--- src/rtl/led_matrix_scan.sv ---
// Multiplexed LED-matrix scanner: column dwell timer, per-LED PWM, blanking at
// each column change, and a double-buffered framebuffer swapped at frame end.

module led_row_lane #(
  parameter int PWM_BITS = 4
) (
  input  logic [PWM_BITS-1:0] level,
  input  logic [PWM_BITS-1:0] duty,
  input  logic                blank,
  output logic                lit
);
  assign lit = !blank && (duty < level);
endmodule

module led_matrix_scan #(
  parameter int NUM_COLS       = 4,
  parameter int NUM_ROWS       = 8,
  parameter int BITS_DIV       = 12,
  parameter int PWM_BITS       = 4,
  parameter int BLANK_CYCLES   = 16,
  parameter bit COL_ACTIVE_LOW = 1'b1,
  localparam int CW = (NUM_COLS > 1) ? $clog2(NUM_COLS) : 1,
  localparam int RW = (NUM_ROWS > 1) ? $clog2(NUM_ROWS) : 1
) (
  input  logic                clk,
  input  logic                rst_n,
  input  logic                wr_en,
  input  logic [CW-1:0]       wr_col,
  input  logic [RW-1:0]       wr_row,
  input  logic [PWM_BITS-1:0] wr_level,
  input  logic                swap_req,
  output logic                swap_pending,
  output logic                frame_start,
  output logic [NUM_ROWS-1:0] leds,
  output logic [NUM_COLS-1:0] lcol
);

  localparam logic [NUM_COLS-1:0] COL_IDLE = COL_ACTIVE_LOW ? '1 : '0;
  localparam logic [BITS_DIV-1:0] BLANK_T  = BITS_DIV'(BLANK_CYCLES);
  localparam logic [CW-1:0]       LAST_COL = CW'(NUM_COLS - 1);

  logic [BITS_DIV-1:0] timer;
  logic [CW-1:0]       col;
  logic                front_sel;
  // [bank][col][row] brightness; bank front_sel is displayed, the other is written
  logic [1:0][NUM_COLS-1:0][NUM_ROWS-1:0][PWM_BITS-1:0] fb;

  logic                timer_wrap, frame_end, blank, wr_ok;
  logic [NUM_ROWS-1:0] leds_d;
  logic [NUM_COLS-1:0] sel, lcol_d;

  assign timer_wrap = &timer;
  assign frame_end  = timer_wrap && (col == LAST_COL);
  assign blank      = timer < BLANK_T;
  assign wr_ok      = wr_en
                   && ({1'b0, wr_col} < (CW+1)'(NUM_COLS))
                   && ({1'b0, wr_row} < (RW+1)'(NUM_ROWS));

  genvar r;
  generate
    for (r = 0; r < NUM_ROWS; r++) begin : g_lane
      led_row_lane #(.PWM_BITS(PWM_BITS)) u_lane (
        .level (fb[front_sel][col][r]),
        .duty  (timer[BITS_DIV-1 -: PWM_BITS]),
        .blank (blank),
        .lit   (leds_d[r])
      );
    end
  endgenerate

  always_comb begin
    sel = '0;
    for (int c = 0; c < NUM_COLS; c++) sel[c] = !blank && (col == CW'(c));
    lcol_d = COL_ACTIVE_LOW ? ~sel : sel;
  end

  always_ff @(posedge clk or negedge rst_n) begin
    if (!rst_n) begin
      timer        <= '0;
      col          <= '0;
      front_sel    <= 1'b0;
      swap_pending <= 1'b0;
      frame_start  <= 1'b0;
      fb           <= '0;
      leds         <= '0;
      lcol         <= COL_IDLE;
    end else begin
      timer <= timer + 1'b1;
      if (timer_wrap) col <= (col == LAST_COL) ? '0 : col + 1'b1;
      // Writes use the pre-swap select, so a same-edge write shows in the new frame
      if (wr_ok) fb[~front_sel][wr_col][wr_row] <= wr_level;
      if (frame_end && (swap_pending || swap_req)) begin
        front_sel    <= ~front_sel;
        swap_pending <= 1'b0;
      end else if (swap_req) begin
        swap_pending <= 1'b1;
      end
      frame_start <= frame_end;
      leds        <= leds_d;
      lcol        <= lcol_d;
    end
  end

endmodule
--- config.mk ---
export PLATFORM = sky130hd
export DESIGN_NAME = led_matrix_scan
export DESIGN_NICKNAME = d
export VERILOG_FILES = /design/src/rtl/led_matrix_scan.sv
export SDC_FILE = /design/constraint.sdc
export NUM_CORES = 1
export LEC_CHECK = 0
export CAP_MARGIN = 25
export CORE_ASPECT_RATIO = 0.9
export CORE_MARGIN = 4
export CORE_UTILIZATION = 67
export DETAILED_ROUTE_END_ITERATION = 10
export GPL_ROUTABILITY_DRIVEN = 0
export HOLD_SLACK_MARGIN = 0.15
export PLACE_DENSITY = 0.87
export SYNTH_ARGS = -nofsm -noshare
export SYNTH_HDL_FRONTEND = slang
export SYNTH_SLANG_ARGS = --single-unit
--- constraint.sdc ---
create_clock -name clk -period 3.6 [get_ports clk]
set_input_delay 0.54 -clock clk [delete_from_list [all_inputs] [get_ports clk]]
set_output_delay 0.54 -clock clk [all_outputs]
set_load 0.05 [all_outputs]
After elaboration in Yosys (flattened, before gate mapping)
Index checks and enable logic that the tools add are counted.
Storage, ports and cells
  bits in registers: 285
  bits of input ports: 13
  bits in writable memories: 0
  output and inout port bits: 14
  word-level logic and storage cells: 131
  memories kept: 0
  latch bits: 0
  bits in read-only memories: 0
Cells by class
  eq/ne operators: 3
  muxes and demuxes: 14
  $add $sub $neg: 2
  bitwise operators: 2
  shift operators: 0
  $lt $le $gt $ge: 17
  reduce and logical (&&, ||, !) cells: 22
  multipliers: 0
  divide/modulo/power cells: 0
Operators by type and width (count)
  128-bit 2-to-1 mux: 3
  256-bit bitwise mux: 1
  128-bit demux with 1-bit select: 1
  32-bit binary-select mux with 2-bit select: 1
  32-bit demux with 2-bit select: 1
  32-bit 2-to-1 mux: 2
  4-bit < comparator: 8
  1-bit logical AND: 17
  12-bit by 1-bit adder with 12-bit output, second input constant: 1
  4-bit demux with 3-bit select: 1
  12-bit by 5-bit < comparator with 1-bit output, second input constant: 1
  12-bit AND reduction: 1
  2-bit by 3-bit < comparator with 1-bit output, second input constant: 2
  2-bit == test, second input constant: 2
  1-bit by 2-bit < comparator with 1-bit output, second input constant: 2
  3-bit by 4-bit < comparator with 1-bit output, second input constant: 1
  4-bit 2-to-1 mux: 1
  4-bit inverter: 1
  3-bit by 1-bit >= comparator with 1-bit output, second input constant: 1
  2-bit by 1-bit adder with 2-bit output, second input constant: 1
  2-bit by 1-bit == test with 1-bit output, second input constant: 1
  2-bit by 1-bit >= comparator with 1-bit output, second input constant: 1
  2-bit logical NOT: 1
  1-bit 2-to-1 mux: 2
  other kinds (6): 6

Longest topological paths before layout
Gate-level depths: netlist of run 1.
  word-level depth: 9
  mapped depth: 8
  gate-level depth less buffers: 6

Cells and area by module
A second synthesis of run 1 with hierarchy kept.
Unflattened totals
  cells, all modules: 995
  area total of the unflattened synthesis: 13873.3 µm²
By module, submodules not included
  led_matrix_scan: cells each 899, seq. area each 7136.8 µm², times used 1, area each 13192.7 µm²
  led_row_lane: cells each 12, seq. area each 0.0 µm², times used 8, area each 85.1 µm²

Worst setup path before layout of run 1
Ideal clock, no wire load.
  path type: register to register
  start: reg front_sel
  end: reg leds[0]
  clock period less this slack: 2236 ps
  cell stages (with the launch flop): 9
  path buffers: 2
  setup slack: 1364 ps
  library setup time: 88 ps
  data arrival time: 2148 ps
  required time: 3512 ps
  cells stage by stage: dfrtp_1 > buf_4 > buf_2 > mux4_2 > mux2i_1 > ha_1 > a21oi_1 > nand3_1 > a41oi_1
On the way
  word-level cells in the longest chain between the ends: 6
RTL lines
  start: declaration: line 44  | logic front_sel;
  start signal: assignment: line 93  | front_sel <= ~front_sel;
  128-bit 2-to-1 mux (not written as such) (2 in series): line 63  | .level (fb[front_sel][col][r]),
  32-bit binary-select mux with 2-bit select: line 63
  32-bit 2-to-1 mux
  4-bit < comparator: line 12  | assign lit = !blank && (duty < level);
  1-bit logical AND: line 12
  named net g_lane[0].u_lane.lit: line 10  | output logic lit
  end signal: assignment: line 99  | leds <= leds_d;
  end: declaration: line 34  | output logic [NUM_ROWS-1:0] leds,
The timed path passes the listed nets, and every way through them passes these cells. The select of a mux whose other input is x is not followed.
A chain may end at the register's enable or synchronous reset.

Worst setup path in the final report of run 1
  start: reg front_sel
  end: reg fb[86] in the netlist's numbering
On the way
  word-level cells in the longest chain between the ends: 6
  elaborated cells between the ends (all ways): 7
  classes of those cells: 2 x order compare; 3 x mux; 1 x bitwise; 1 x reduce/logical
RTL lines
  1-bit inverter (*): line 91  | if (wr_ok) fb[~front_sel][wr_col][wr_row] <= wr_level;
  1-bit by 2-bit < comparator with 1-bit output (not written as such) or 1-bit >= comparator (tied branches): line 91
  1-bit logical AND (not written as such): line 91
  128-bit 2-to-1 mux (not written as such): line 91
  128-bit demux with 1-bit select (*): line 91
  256-bit bitwise mux (*): line 91
  end signal: indexed assignment: line 91
  end: declaration: line 46  | logic [1:0][NUM_COLS-1:0][NUM_ROWS-1:0][PWM_BITS-1:0] fb;
Every way passes the cells marked *; elsewhere a longest branch is shown, timed or not.

==> results list, run 1 <==
- Status: finished, final reports clean
* # Max-Cap Violations: 0
* Post-route design area: 0.01498 mm^2
- Detailed placement HPWL: 18960 um
- The cell count after synthesis came out at 936.
- Worst R2R Start: front_sel
- The max-slew violation count is 0.
- For this configuration, the core starts out at a cell density of 0.6935.
- In this run the standard cell core region covers 0.01946 mm^2.
* Fraction of the mapped netlist area in adder cells: 0.02689
- 27 I/O pins were placed.
* Layout overhead on the synthesized area: 11.02%
- Antenna violations before repair: 0
- Crit path setup slack, layout: 0.7697 ns
- For this run, the share of the core covered by cells in the final layout is 0.7699.
* Net count of the mapped netlist: 978
* Data required time at the worst endpoint: 4.01 ns
- The number of antenna diodes in the final layout is 0.
* Setup violations, final: 0
- CTS sink cnt: 285
- Reg2Reg Capture Point: fb[86]
* Path depth of the worst reg2reg path: 5
* Number of violations reported at the end of detailed-routing iteration 0: 610
- Min Clock Period, post-route: 2.830 ns
- By area the synthesized netlist is led by dfrtp_1, mux2_2, mux4_2, mux2i_1, ha_1.
* Die Y: 142.6 um
- Ratio of total power to cell area: 463.3 mW/mm^2
- Htree depth: 1
- Count of nets after finishing: 1002
- Across the VDD grid, the largest voltage drop is 470.8 uV.
- Fin Clk Skew: 0.01415 ns
* Kind of start point of the critical path: flop
* Via-to-Cell Ratio: 6.530
* Class of the tightest hold or removal check: flop to flop
- Clock-pin slew of the registers on the worst-case setup and hold paths: 0.06 ns
- Share of synthesized flip-flops with an asynchronous set or reset: 1.000
- The die covers 0.02248 mm^2.
* Detail Route Antenna Nets: 0
* Die X: 157.6 um
- Clock latency on the worst-skew pair, taken at its later pin, is 0.54 ns.
- After synthesis, the largest family of logic cells by area is multiplexers.
- Along the worst hold path, the cell count comes to 1.
- Area of the multi-input gates: 0.006108 mm^2
* Transition time at the pin with the least slew margin: 1.107 ns
- Startpoint of the tightest hold check path: timer[0]
- Yosys mapped a number of flops with a built-in enable equal to 0.
- The portion of synthesized area spent on multiplexers is 0.3369.
- The cell area that synthesis handed to floorplanning was 0.01349 mm^2.
- Most frequent cell after synthesis: dfrtp_1
- First-pass GRT wire length: 48290 um
* Area fraction of the dominant cell type after synthesis: 0.5211
- Compound-Gate Fraction of Synth Area: 0.01558
- The finished layout holds 1231 standard cells, fillers aside.
- Of the total synthesized cell area, the portion taken by XOR and XNOR cells is 0.007140.
- STA classifies the critical path endpoint as a flop.
- Synth Flop Type: dfrtp_1
- The number of placed instances, taps included, is 1178.
- The number of clock buffers added by TritonCTS is 29.
- Wire per inst: 24.31 um
* Number of synthesized register bits: 285
* Peak clock frequency supported by timing: 353.3 MHz
* Final TNS setup: 0 ns
* Arrival time worst endpoint: 3.24 ns
- Part of the Yosys area used for sequential elements: 0.5289
- Global routing finished with a remaining overflow of 0.
- Pin count of the biggest net entering global routing: 111
* Post-synthesis area per instance: 14.42 um^2
- No sink is reached through more buffers than the 3 on the longest clock path.
- Of the total synthesized cell area, the portion taken by AND, OR, NAND and NOR gates is 0.06611.
- The worst hold path terminates at timer[0].
* Setup slack of the most critical reg-to-reg path: 0.77 ns
* Routed WL: 29930 um
- Total design power: 6.942 mW
* Ratio of cells with drive above 1 in the final layout: 0.4016
- Row generation in the floorplan step produced 48 rows.
* Placement-stage worst setup slack: 0.7880 ns
- Across every metal layer, demand over resource in global routing totals 0.2764.
- Count of unresolved DRC violations after routing: 0
- Final hold violation count: 0
* Buffer count from post-CTS setup fixing: 0
- Via count: 8038
- Clock tree root driver cell: clkbuf_16
- Ys Warns: 0
- Dividing the final minimum period by the clock period gives 0.7862.
* Placement Cell Area: 0.01407 mm^2
* Number of distinct library cell variants in the gate-level netlist after synthesis: 40
- Number of port buffers: 26
* Post-Route Hold Slack: 0.4749 ns
* TritonCTS clock tree: built
- The first TritonRoute pass finished after 4 iterations.
- Across the whole layout, storage elements account for 0.007142 mm^2.
* Filler cell count: 1153
* Worst-path maximum fanout: 35
- Top cells by count, synth: dfrtp_1, mux2_2, mux2i_1, mux4_2, nor2_1
- The via count of the first global-routing pass came to 8613.
* Cell accounting for the most synthesized area: dfrtp_1
- Setup repair after global routing missed its margin: false
- Summed over all cells, the static leakage comes to 6.845 nW.
* Slew headroom: 0.2591
* Type of the worst setup path: flop to flop
worst max-delay path, cell delays in order, from the launching register on:
cell and delay [ns]:
dfrtp_4 0.91, buf_4 0.32, nor2b_1 0.26, nand3_2 0.35
nor2_1 0.46, mux2_2 0.39
where the power goes:
group / leakage (nW) / total, mW / internal (mW) / switching, mW
combinational: 2.61 / 0.458 / 0.238 / 0.220
sequential: 3.79 / 3.63 / 3.48 / 0.144
clock: 0.443 / 2.86 / 1.65 / 1.20
registers in the layout (all words and copies together), names as in the netlist:
name and flops:
leds 8, col 2, lcol 4, timer 12, frame_start 1, front_sel 1, fb 256, swap_pending 1
worst max path at each step:
| stage | start | end | slack (ns) | cells after the start |
|---|---|---|---|---|
| after floorplan | front_sel | leds[0] | 1.36 | 8 |
| after global routing | front_sel | leds[6] | 0.60 | 7 |
| after detailed placement | front_sel | fb[67] | 0.79 | 5 |
| final | front_sel | fb[86] | 0.77 | 5 |
| after global placement | front_sel | fb[86] | 0.81 | 5 |
| after CTS | front_sel | fb[86] | 0.77 | 5 |
final cells by class:
cell class / count / area share
Clock inverter: 3 / 0.001420
Tap cell: 250 / 0.02088
Clock buffer: 49 / 0.05879
Multi-Input combinational cell: 593 / 0.4077
Sequential cell: 285 / 0.4767
Inverter: 5 / 0.001253
Timing Repair Buffer: 46 / 0.03324
what timing repair did:
item | CTS | global route
resized for setup | 0 | 0
hold buffers | 1 | 0
endpoints found under the hold margin | 102 | 0
cells in the final DEF, fill, tap and decap left out, types with 16 or more instances in the layout:
cell type,count
mux2i_1,56
nand3_1,30
clkbuf_16,29
a21oi_1,16
dfrtp_1,279
mux4_2,48
ha_1,29
mux2_2,251
clkdlybuf4s50_1,21
nor2_1,40
nand2_1,39
logic make-up after synthesis:
| logic type | Yosys count |
|---|---|
| buffers and inverters | 58 |
| flip-flops | 285 |
| multiplexers | 362 |
| XOR/XNOR | 11 |
| AND/OR/NAND/NOR | 159 |
| AO/OA/AOI/OAI | 32 |
| adder cells (fa/ha/maj) | 29 |
metal layers:
| metal | global-route usage | vias up | part of all wire |
|---|---|---|---|
| met5 | 0 | - | 0 |
| met4 | 0.08284 | 0 | 0.030 |
| met3 | 0.04424 | 69 | 0.053 |
| met2 | 0.4466 | 241 | 0.49 |
| met1 | 0.3954 | 4236 | 0.43 |
| li1 | - | 3492 | - |
Power figures use the tool's default switching activity.
==> inputs of run 2 (changes only) <==
--- a/config.mk
+++ b/config.mk
@@ -8,11 +8,11 @@
 export CAP_MARGIN = 25
 export CORE_ASPECT_RATIO = 0.9
 export CORE_MARGIN = 4
-export CORE_UTILIZATION = 67
+export CORE_UTILIZATION = 62
 export DETAILED_ROUTE_END_ITERATION = 10
 export GPL_ROUTABILITY_DRIVEN = 0
 export HOLD_SLACK_MARGIN = 0.15
-export PLACE_DENSITY = 0.87
+export PLACE_DENSITY = 0.81
 export SYNTH_ARGS = -nofsm -noshare
 export SYNTH_HDL_FRONTEND = slang
 export SYNTH_SLANG_ARGS = --single-unit
==> constraint.sdc (replaced) <==
create_clock -name clk -period 2.8 [get_ports clk]
set_input_delay 0.42 -clock clk [delete_from_list [all_inputs] [get_ports clk]]
set_output_delay 0.42 -clock clk [all_outputs]
set_load 0.05 [all_outputs]
==> run 2 against run 1 <==
  * Wire length about the same
  * Fmax grew 13%
  * Hold slack got worse by 0.058 ns
  * Largest cell class unchanged
  * Count of clock-buffer cells in the layout is 5 lower
  * Clock power is 32% higher
  * Core utilization decreased by 4.8 points
  * Final cell count up 5.0%
  * Critical path type unchanged
  * Power rose by 30%
==> results list, run 2 (synthesis results as in run 1) <==
- Number of iterations in the first detailed-routing pass: 5 (was 4)
- The setup slack of the worst register-to-register path came to 0.30 ns (was 0.77 ns).
- Data required time at the worst endpoint: 3.23 ns (was 4.01 ns)
* Total design power: 9.042 mW (was 6.942 mW)
- Peak supply drop: 586.5 uV (was 470.8 uV)
- Slew Limit Fails: 0 (unchanged)
- The number of vias per cell was 6.216 (was 6.530).
* Buffer count from post-CTS setup fixing: 0 (unchanged)
- The worst relative slew slack is 0.4541 (was 0.2591).
- The largest net degree at the start of global routing was 77 (was 111).
* Peak clock frequency supported by timing: 400.0 MHz (was 353.3 MHz)
- The number of design-rule violations left by the first detailed-router iteration is 635 (was 610).
- Setup repair after global routing missed its margin: false (unchanged).
- The type of the most critical hold path was primary input to async pin (was flop to flop).
- Overall routing resource usage: 0.2566 (was 0.2764)
* Top library cells by usage in the layout, fill and taps aside: dfrtp_1, mux2_2, mux2i_1, mux4_2, nor2_1 (unchanged)
- Final Non-Filler Cells: 1292 (was 1231)
- The placed wire-length estimate after detailed placement is 19660 um (was 18960 um).
- Type of the worst setup path: flop to flop (unchanged)
- The global-route met3 utilization is 0.03150 (was 0.04424).
- The I/O pin count is 27 (unchanged).
- Setup violations, final: 0 (unchanged)
- Die area: 0.02419 mm^2 (was 0.02248 mm^2)
* Most flops, register: fb (unchanged)
- Transition time at the pin with the least slew margin: 0.8188 ns (was 1.107 ns)
* Crit path setup slack, layout: 0.3000 ns (was 0.7697 ns)
- The count of antenna diodes in the layout came to 0 (unchanged).
- The clock tree from TritonCTS is built (unchanged).
- Area of the multi-input gates: 0.006108 mm^2 (unchanged)
- The global-route track usage on met2 came to 0.4033 (was 0.4466).
- Clk Latency, worst-skew pair: 0.54 ns (about the same)
- The final core utilization is 0.7218 (was 0.7699).
- Arrival time worst endpoint: 2.93 ns (was 3.24 ns)
- The final design instance area without fill came to 0.01522 mm^2 (was 0.01498 mm^2).
* Post-route clock period utilization: 0.8929 (was 0.7862)
* TritonCTS Buffers: 29 (unchanged)
- The mean routed wirelength per cell was 23.15 um (was 24.31 um).
* Via count of the first global-routing pass: 8487 (was 8613)
* # Max-Cap Violations: 0 (unchanged)
- Leakage power of the design: 6.975 nW (was 6.845 nW)
- Kind of start point of the critical path: flop (unchanged)
- The width of the die is 163.5 um (was 157.6 um).
- The root cell of the clock tree was clkbuf_16 (unchanged).
- Fin Clk Skew: 0.01358 ns (was 0.01415 ns)
- Layout overhead on the synthesized area: 12.77% (was 11.02%)
- Top Registers: fb: 256 flops, timer: 12 flops, leds: 8 flops (unchanged).
- Met1 track demand over resource: 0.3800 (was 0.3954)
* Count of unresolved DRC violations after routing: 0 (unchanged)
- The routing layer with the top usage in global route is met2 (unchanged).
- The area of the core is 0.02108 mm^2 (was 0.01946 mm^2).
- The most common cell after layout, fill and taps aside is dfrtp_1 (unchanged).
* Maximum number of buffers from clock root to sink: 3 (unchanged)
- The standard-cell row count came to 50 (was 48).
- The total detailed-routing wirelength is 29910 um (was 29930 um).
* Filler cell count: 1390 (was 1153)
* Min Clock Period, post-route: 2.500 ns (was 2.830 ns)
* Placement-stage worst setup slack: 0.2228 ns (was 0.7880 ns)
- The overall die height is 148.0 um (was 142.6 um).
- The total instance count after detailed placement is 1239 (was 1178).
- The global-route wire length before repair came to 48420 um (was 48290 um).
- Worst-path maximum fanout: 20 (was 35)
- The setup TNS after final layout is 0 ns (unchanged).
- Status: finished, final reports clean (unchanged)
- The number of buffers added on ports is 26 (unchanged).
* Htree depth: 1 (unchanged)
- Via count: 8031 (was 8038)
* Placement Cell Area: 0.01426 mm^2 (was 0.01407 mm^2)
- Post-Route Hold Slack: 0.4170 ns (was 0.4749 ns)
- The antenna violation net count after detailed routing was 0 (unchanged).
- CTS sink cnt: 285 (unchanged)
- The footprint of the flip-flops and latches is 0.007142 mm^2 (unchanged).
* Max FFs per register: 256 (unchanged)
- Initial core utilization: 0.6401 (was 0.6935)
- Clock-pin slew of the registers on the worst-case setup and hold paths: 0.06 ns (about the same)
- The number of endpoints with negative hold slack in the final report is 0 (unchanged).
- Ratio of cells with drive above 1 in the final layout: 0.4225 (was 0.4016)
* Type of element capturing the critical path: flop (unchanged)
- The sum of overflow across all layers after global routing came to 0 (unchanged).
- The areal power density over the cells was 594.2 mW/mm^2 (was 463.3 mW/mm^2).
* Count of nets after finishing: 1027 (was 1002)
- Antenna violations before repair: 0 (unchanged)
==> run 2: changes by cell type in the layout (fill, tap and decap cells not counted), sizes merged <==
cell,delta
buf,+25
bufinv,+1
clkbuf,-5
clkinv,+3
clkinvlp,+2
inv,-1
==> run 2: power by group <==
group	internal, mW	switching [mW]	total (mW)
Sequential	4.48	0.195	4.67
Clock	2.23	1.55	3.77
Combinational	0.309	0.286	0.594
Total	7.01	2.03	9.04
==> run 2: repair_timing <==
action	CTS	global route
hold buffers	1	0
resized for setup	0	0
hold endpoints to repair	60	0
==> run 2: path summary, 6_finish.rpt <==
path | start | endpoint | cells after the start
hold reg to reg | timer[0] | timer[0] | 1
hold / removal | rst_n | timer[4] | 2
setup reg to reg | front_sel | leds[4] | 7
setup / recovery | front_sel | leds[4] | 7
max in group asynchronous | rst_n | fb[190] | 3
min in group clk | wr_level[2] | fb[70] | 2
==> run 2: routing by layer <==
metal,vias up,wire length (um)
met5,-,0
met4,0,1042
met3,73,1581
met2,220,14180
met1,4204,13100
li1,3534,-
==> run 2: worst max-delay path, cell delays in order (launching register included) <==
cell and delay, ns:
dfrtp_4 0.63, buf_12 0.25, mux4_2 0.52, mux2i_1 0.19, ha_1 0.30, a21oi_1 0.17, nand3_1 0.11, a41oi_1 0.21
==> run 2: area by class of cell <==
type | count | share of cell area
Multi-Input combinational cell | 593 | 0.4014
Clock inverter | 8 | 0.004605
Sequential cell | 285 | 0.4693
Clock buffer | 44 | 0.05731
Timing Repair Buffer | 71 | 0.04259
Tap cell | 286 | 0.02352
Inverter | 5 | 0.001233
